<file path="src/rtl/psum_in_bus_ctrl.sv">
// psum_in_bus_ctrl
//
// Sequencer for the shared psum-in row bus that feeds a row of psum-in routers.
// A pass walks pe_num consecutive destination IDs, starting at start_id. For each
// ID the controller:
//   1. drives source_id,
//   2. waits for the addressed PE to raise pe_ready,
//   3. streams burst_len psum beats from an upstream valid/ready source onto the bus.
// done pulses for one cycle after the last PE of the range has received its burst.
//
// Ports
//   clk, rst_n       clock and synchronous active-low reset
//   config_state, ce configuration write strobe (taken only while idle)
//   cfg_start_id     first destination ID
//   cfg_pe_num       number of PEs served per pass
//   cfg_burst_len    psum beats per PE
//   start            one-cycle pulse that launches a pass
//   abort            synchronous abort of the current pass
//   src_data         upstream psum data
//   src_valid        upstream data valid
//   src_ready        upstream handshake acceptance
//   pe_ready         wired-OR of the routers' ready; only the addressed router drives it
//   source_id        ID currently addressed on the bus
//   bus_data_out     psum data broadcast to the routers (zero when not valid)
//   bus_data_valid   bus data valid
//   busy             high while a pass is in progress (WAIT or SEND)
//   done             one-cycle end-of-pass pulse
module psum_in_bus_ctrl #(
    parameter int unsigned DATA_WIDTH = 16,
    parameter int unsigned ID_WIDTH   = 8,
    parameter int unsigned LEN_WIDTH  = 8
) (
    input  logic                  clk,
    input  logic                  rst_n,
    input  logic                  config_state,
    input  logic                  ce,
    input  logic [ID_WIDTH-1:0]   cfg_start_id,
    input  logic [ID_WIDTH-1:0]   cfg_pe_num,
    input  logic [LEN_WIDTH-1:0]  cfg_burst_len,
    input  logic                  start,
    input  logic                  abort,
    input  logic [DATA_WIDTH-1:0] src_data,
    input  logic                  src_valid,
    output logic                  src_ready,
    input  logic                  pe_ready,
    output logic [ID_WIDTH-1:0]   source_id,
    output logic [DATA_WIDTH-1:0] bus_data_out,
    output logic                  bus_data_valid,
    output logic                  busy,
    output logic                  done
);

    typedef enum logic [1:0] {
        StIdle,
        StWait,
        StSend,
        StDone
    } state_e;

    state_e                state_q, state_d;
    logic [ID_WIDTH-1:0]   start_id_q, start_id_d;
    logic [ID_WIDTH-1:0]   pe_num_q, pe_num_d;
    logic [LEN_WIDTH-1:0]  burst_len_q, burst_len_d;
    logic [ID_WIDTH-1:0]   cur_id_q, cur_id_d;
    logic [ID_WIDTH-1:0]   pe_cnt_q, pe_cnt_d;
    logic [LEN_WIDTH-1:0]  beat_cnt_q, beat_cnt_d;

    logic cfg_wr;
    logic send_ok;
    logic xfer;
    logic last_beat;
    logic last_pe;

    // Configuration is only accepted while idle, so the registers cannot change
    // under a running pass.
    assign cfg_wr = config_state && ce && (state_q == StIdle);

    // abort wins over any transfer in the same cycle, so no beat is consumed.
    assign send_ok   = (state_q == StSend) && !abort;
    assign xfer      = send_ok && src_valid && pe_ready;

    // burst_len and pe_num are non-zero whenever SEND is reachable, so the
    // subtractions below never underflow in a cycle where they matter.
    assign last_beat = (beat_cnt_q == (burst_len_q - LEN_WIDTH'(1)));
    assign last_pe   = (pe_cnt_q == (pe_num_q - ID_WIDTH'(1)));

    // Next-state logic
    always_comb begin
        state_d     = state_q;
        start_id_d  = start_id_q;
        pe_num_d    = pe_num_q;
        burst_len_d = burst_len_q;
        cur_id_d    = cur_id_q;
        pe_cnt_d    = pe_cnt_q;
        beat_cnt_d  = beat_cnt_q;

        if (cfg_wr) begin
            start_id_d  = cfg_start_id;
            pe_num_d    = cfg_pe_num;
            burst_len_d = cfg_burst_len;
        end

        case (state_q)
            StIdle: begin
                // A config write in the same cycle takes priority over start.
                if (start && !cfg_wr) begin
                    if ((pe_num_q != '0) && (burst_len_q != '0)) begin
                        state_d    = StWait;
                        cur_id_d   = start_id_q;
                        pe_cnt_d   = '0;
                        beat_cnt_d = '0;
                    end else begin
                        // Empty pass: report completion without touching the bus.
                        state_d = StDone;
                    end
                end
            end

            StWait: begin
                if (abort) begin
                    state_d    = StIdle;
                    pe_cnt_d   = '0;
                    beat_cnt_d = '0;
                end else if (pe_ready) begin
                    state_d = StSend;
                end
            end

            StSend: begin
                if (abort) begin
                    state_d    = StIdle;
                    pe_cnt_d   = '0;
                    beat_cnt_d = '0;
                end else if (xfer) begin
                    if (last_beat) begin
                        if (last_pe) begin
                            state_d = StDone;
                        end else begin
                            state_d    = StWait;
                            cur_id_d   = cur_id_q + ID_WIDTH'(1); // wraps mod 2^ID_WIDTH
                            pe_cnt_d   = pe_cnt_q + ID_WIDTH'(1);
                            beat_cnt_d = '0;
                        end
                    end else begin
                        beat_cnt_d = beat_cnt_q + LEN_WIDTH'(1);
                    end
                end
                // pe_ready low or src_valid low: stall, beat_cnt held.
            end

            StDone: begin
                state_d = StIdle;
            end

            default: begin
                state_d = StIdle;
            end
        endcase
    end

    // State registers
    always_ff @(posedge clk) begin
        if (!rst_n) begin
            state_q     <= StIdle;
            start_id_q  <= '0;
            pe_num_q    <= '0;
            burst_len_q <= '0;
            cur_id_q    <= '0;
            pe_cnt_q    <= '0;
            beat_cnt_q  <= '0;
        end else begin
            state_q     <= state_d;
            start_id_q  <= start_id_d;
            pe_num_q    <= pe_num_d;
            burst_len_q <= burst_len_d;
            cur_id_q    <= cur_id_d;
            pe_cnt_q    <= pe_cnt_d;
            beat_cnt_q  <= beat_cnt_d;
        end
    end

    // Outputs
    always_comb begin
        src_ready      = send_ok && pe_ready;
        bus_data_valid = xfer;
        bus_data_out   = xfer ? src_data : '0;
        busy           = (state_q == StWait) || (state_q == StSend);
        done           = (state_q == StDone);
        source_id      = cur_id_q;
    end

endmodule

</file>
<file path="config.mk">
export PLATFORM = sky130hd
export DESIGN_NAME = psum_in_bus_ctrl
export DESIGN_NICKNAME = d
export VERILOG_FILES = /design/src/rtl/psum_in_bus_ctrl.sv
export SDC_FILE = /design/constraint.sdc
export NUM_CORES = 1
export LEC_CHECK = 0
export ABC_CLOCK_PERIOD_IN_PS = 2800
export BUFFER_PORTS_ARGS = -buffer_cell sky130_fd_sc_hd__clkbuf_2
export CORE_UTILIZATION = 49
export DETAILED_ROUTE_END_ITERATION = 7
export PLACE_DENSITY = 0.83
export SKIP_LAST_GASP = 1
export SLEW_MARGIN = 20
export SYNTH_ARGS = -nofsm -noshare
export SYNTH_HDL_FRONTEND = slang
export SYNTH_SLANG_ARGS = --single-unit
</file>
<file path="constraint.sdc">
create_clock -name clk -period 2.8 [get_ports clk]
set_input_delay 0.42 -clock clk [delete_from_list [all_inputs] [get_ports clk]]
set_output_delay 0.42 -clock clk [all_outputs]
set_load 0.02 [all_outputs]
</file>
==> flow_metrics.tcl <==
set metrics [dict create \
    finalCriticalPeriod_ps 2690 \
    pin_count_of_the_biggest_net_entering_global_routing 31 \
    synth.net_count 465 \
    synthAdderAreaFrac_pct 4.84 \
    critPathKind "flop to flop" \
    final-max-slew-violation-count 0 \
    most_frequent_cells_in_the_layout "sky130_fd_sc_hd__clkbuf_2, sky130_fd_sc_hd__nand2_1, sky130_fd_sc_hd__dfxtp_1, sky130_fd_sc_hd__a21oi_1, sky130_fd_sc_hd__buf_4" \
    netlist_instances 405 \
    finalCritPeriodShare_pct 96.2 \
    synthTopCellsByArea "sky130_fd_sc_hd__dfxtp_1, sky130_fd_sc_hd__a21oi_1, sky130_fd_sc_hd__nand2_1" \
    finalSetupViolCount 0 \
    place_congestion 0.905 \
    grt.overflow.total 0 \
    globalRouteTotalUtil_pct 24.1 \
    flip_flop_and_latch_count_after_synthesis 50 \
    floorplan.die_area_um2 6660 \
    critPathCaptureType "flop" \
    post_layout_worst_setup_margin_ps 107 \
    avgSynthCellArea_um2 7.66 \
    clock_tree_from_tritoncts "yes" \
    die_h_um 81.6 \
    dr.pass1.iters 4 \
    grt_pass1_vias 2875 \
    post_drt_via_cell_ratio 5.83 \
    antenna_left 0 \
    synthesized_area_fraction_occupied_by_ao_oa_aoi_and_oai_cells_pct 22.2 \
    clock_power_share_pct 21.3 \
    holdBufCountCts 0 \
    swShare_pct 38.8 \
    clock_h_tree_levels 2 \
    fin_skew_ps 9.77 \
    post_layout_nonfiller_instances 557 \
    antenna_fix_cells 0 \
    ctsLongestPathBuffers 2 \
    postRouteWirelength_mm 7.90 \
    hold_viol 0 \
    crit_path_max_incr_delay_ps 530 \
    share_comb_of_total_power_pct 41.4 \
    antenna_found_initial 0 \
    vdd.ir_drop.worst_mv 0.410 \
    num_vias 3249 \
    fmax_mhz 371 \
    floorplan.rows 28 \
    yosys_warnings 0 \
    area_growth_pct 22.0 \
    yosys-mux-area-fraction_pct 1.33 \
    starting_density_of_the_core_pct 51.5 \
    xor_xnor_fraction_of_synth_area_pct 4.23 \
    fp.dieW_um 81.6 \
    timing.critical_path.required_ps 3050 \
    synth_top_area_share_pct 32.2 \
    power.share.sequential_pct 37.3 \
    dominant_combinational_cell_family_by_area_after_synthesis "simple AND/OR/NAND/NOR gates" \
    outcome "finished, final reports clean" \
    most_common_cell_after_layout_fill_and_taps_aside "sky130_fd_sc_hd__clkbuf_2" \
    wl_per_cell_um 14.2 \
    detailedRoute.firstIterationViolations 250 \
    net-switching-power_uw 944 \
    cts_root_buf "sky130_fd_sc_hd__clkbuf_8" \
    synth_top_flop_cell "sky130_fd_sc_hd__dfxtp_1" \
    slowest_stage "sky130_fd_sc_hd__or4b_1" \
    synthSimpleGateAreaFrac_pct 30.1 \
    yosys.area.top_type "sky130_fd_sc_hd__dfxtp_1" \
    power.internal_uw 1490 \
    pre_cts_setup_slack_ps -79.4 \
    timing.critical_path.cells "or3_1 -> or4b_1 -> o311ai_2 -> o21a_1 -> nand3b_1 -> buf_4 -> or4b_1 -> a31oi_1" \
    power_leakage_uw 0.00157 \
    worst_hold_path_type "input pin to flop" \
    layout-drive-gt1-share_pct 24.5 \
    finalInstanceArea_um2 3790 \
    synth.cell_area_um2 3100 \
    async_flop_share_pct 0 \
    placedInstanceArea_um2 3600 \
    worst_skew_pair.late_latency_ps 310 \
    power_density_nw_per_um2 642 \
    core_um2 6030 \
    slew-limit-headroom_pct 46.9 \
    crit_arrival_ps 2940 \
    synth_enable_flop_cells 0 \
    grt_pass1_wl_mm 12.6 \
    pin_slew_with_the_least_headroom_to_its_limit_ps 787 \
    tritoncts_num_sinks 50 \
    ys_seq_area_share_pct 32.2 \
    crit_top_cell "sky130_fd_sc_hd__or4b_1" \
    tns_setup_ps 0 \
    floorplan.io_pins 76 \
    finalPower_uw 2430 \
    placed_cells_incl_taps 545 \
    clock_slew_at_reported_path_ffs_ps 100 \
    critPathLaunchType "flop" \
    max_cap_violations 0 \
    portBuffers 75 \
    design.final.nets 541 \
    rsz0062_at_grt "true" \
    drt_drc_violations_left 0 \
    cts_buffers 5 \
    ys_types 59 \
    place_hpwl_mm 5.71 \
    worst-path-max-fanout 5 \
]
-- registers in the layout, summed over array words and instances (netlist names) --
signal	count
beat_cnt_q	8
burst_len_q	8
pe_cnt_q	8
pe_num_q	8
source_id	8
start_id_q	8
state_q	2
-- critical path: cells and delay by family (launching register included) --
family | cells | cell delay (ps)
DFF | 1 | 360
buffers and inverters | 1 | 190
and+or+nand+nor | 4 | 1550
AOI/OAI and AO/OA | 3 | 520
-- Yosys cell counts (all sizes together) (4+ instances only) --
cell type / number
dfxtp: 50
or3: 10
nor2: 11
xnor2: 5
and2: 18
nand4: 5
ha: 12
nor2b: 8
nand2: 60
o21ai: 21
or4: 6
nand3: 16
nor3: 11
clkbuf: 23
xor2: 10
o31ai: 9
nor3b: 4
a21oi: 45
inv: 14
o21a: 4
and3: 9
-- per-layer routing --
metal | wire length [um] | global-route usage [%] | up-vias
met3 | 562 | 3.89 | 8
met4 | 74 | 6.49 | 0
met1 | 3530 | 31.0 | 1504
li1 | - | - | 1610
met5 | 0 | 0 | -
met2 | 3730 | 41.8 | 127
-- final cells by class --
cell class | count | area, um^2
fill | 544 | 2240
multi-input combinational | 315 | 1980
clock buffer | 5 | 68.8
sequential | 50 | 1010
inverter | 14 | 52.6
clock inverter | 3 | 45.0
timing repair buffer | 95 | 538
tap | 75 | 93.8
-- stage by stage --
step	hold slack, ps	utilization, %
after floorplan	432	-
after global placement	444	59.8
after detailed placement	449	59.8
after CTS	316	62.0
after global routing	306	62.9
final	316	62.9
-- timing repair --
item,CTS,global route
setup endpoints to repair,6,14
gates cloned,0,0
buffers inserted,2,2
resized for setup,2,11
pin swaps,0,2
-- cells by family (layout without fill, tap and decap cells) --
logic type	after synthesis	count (layout)
adders and majority gates	12	12
and+or+nand+nor	175	175
xor gates and xnor gates	15	15
AOI/OAI and AO/OA	109	109
DFF	50	50
muxes	4	4
buffers and inverters	40	117
-- power groups by stage --
stage / Combinational (uW) / Clock [uW] / Sequential (uW)
after floorplan: 652 / 0 / 915
after global placement: 928 / 0 / 912
after detailed placement: 961 / 0 / 916
after CTS: 969 / 523 / 900
after global routing: 1120 / 554 / 923
final: 1010 / 517 / 908
-- worst paths after layout --
kind,start,endpoint,slack (ps),depth (start not counted)
max,burst_len_q[0],source_id[0],110,8
min,cfg_start_id[6],start_id_q[6],320,3
max reg2reg,burst_len_q[0],source_id[0],110,8
min reg2reg,start_id_q[0],start_id_q[0],460,2
Power figures use the tool's default switching activity.
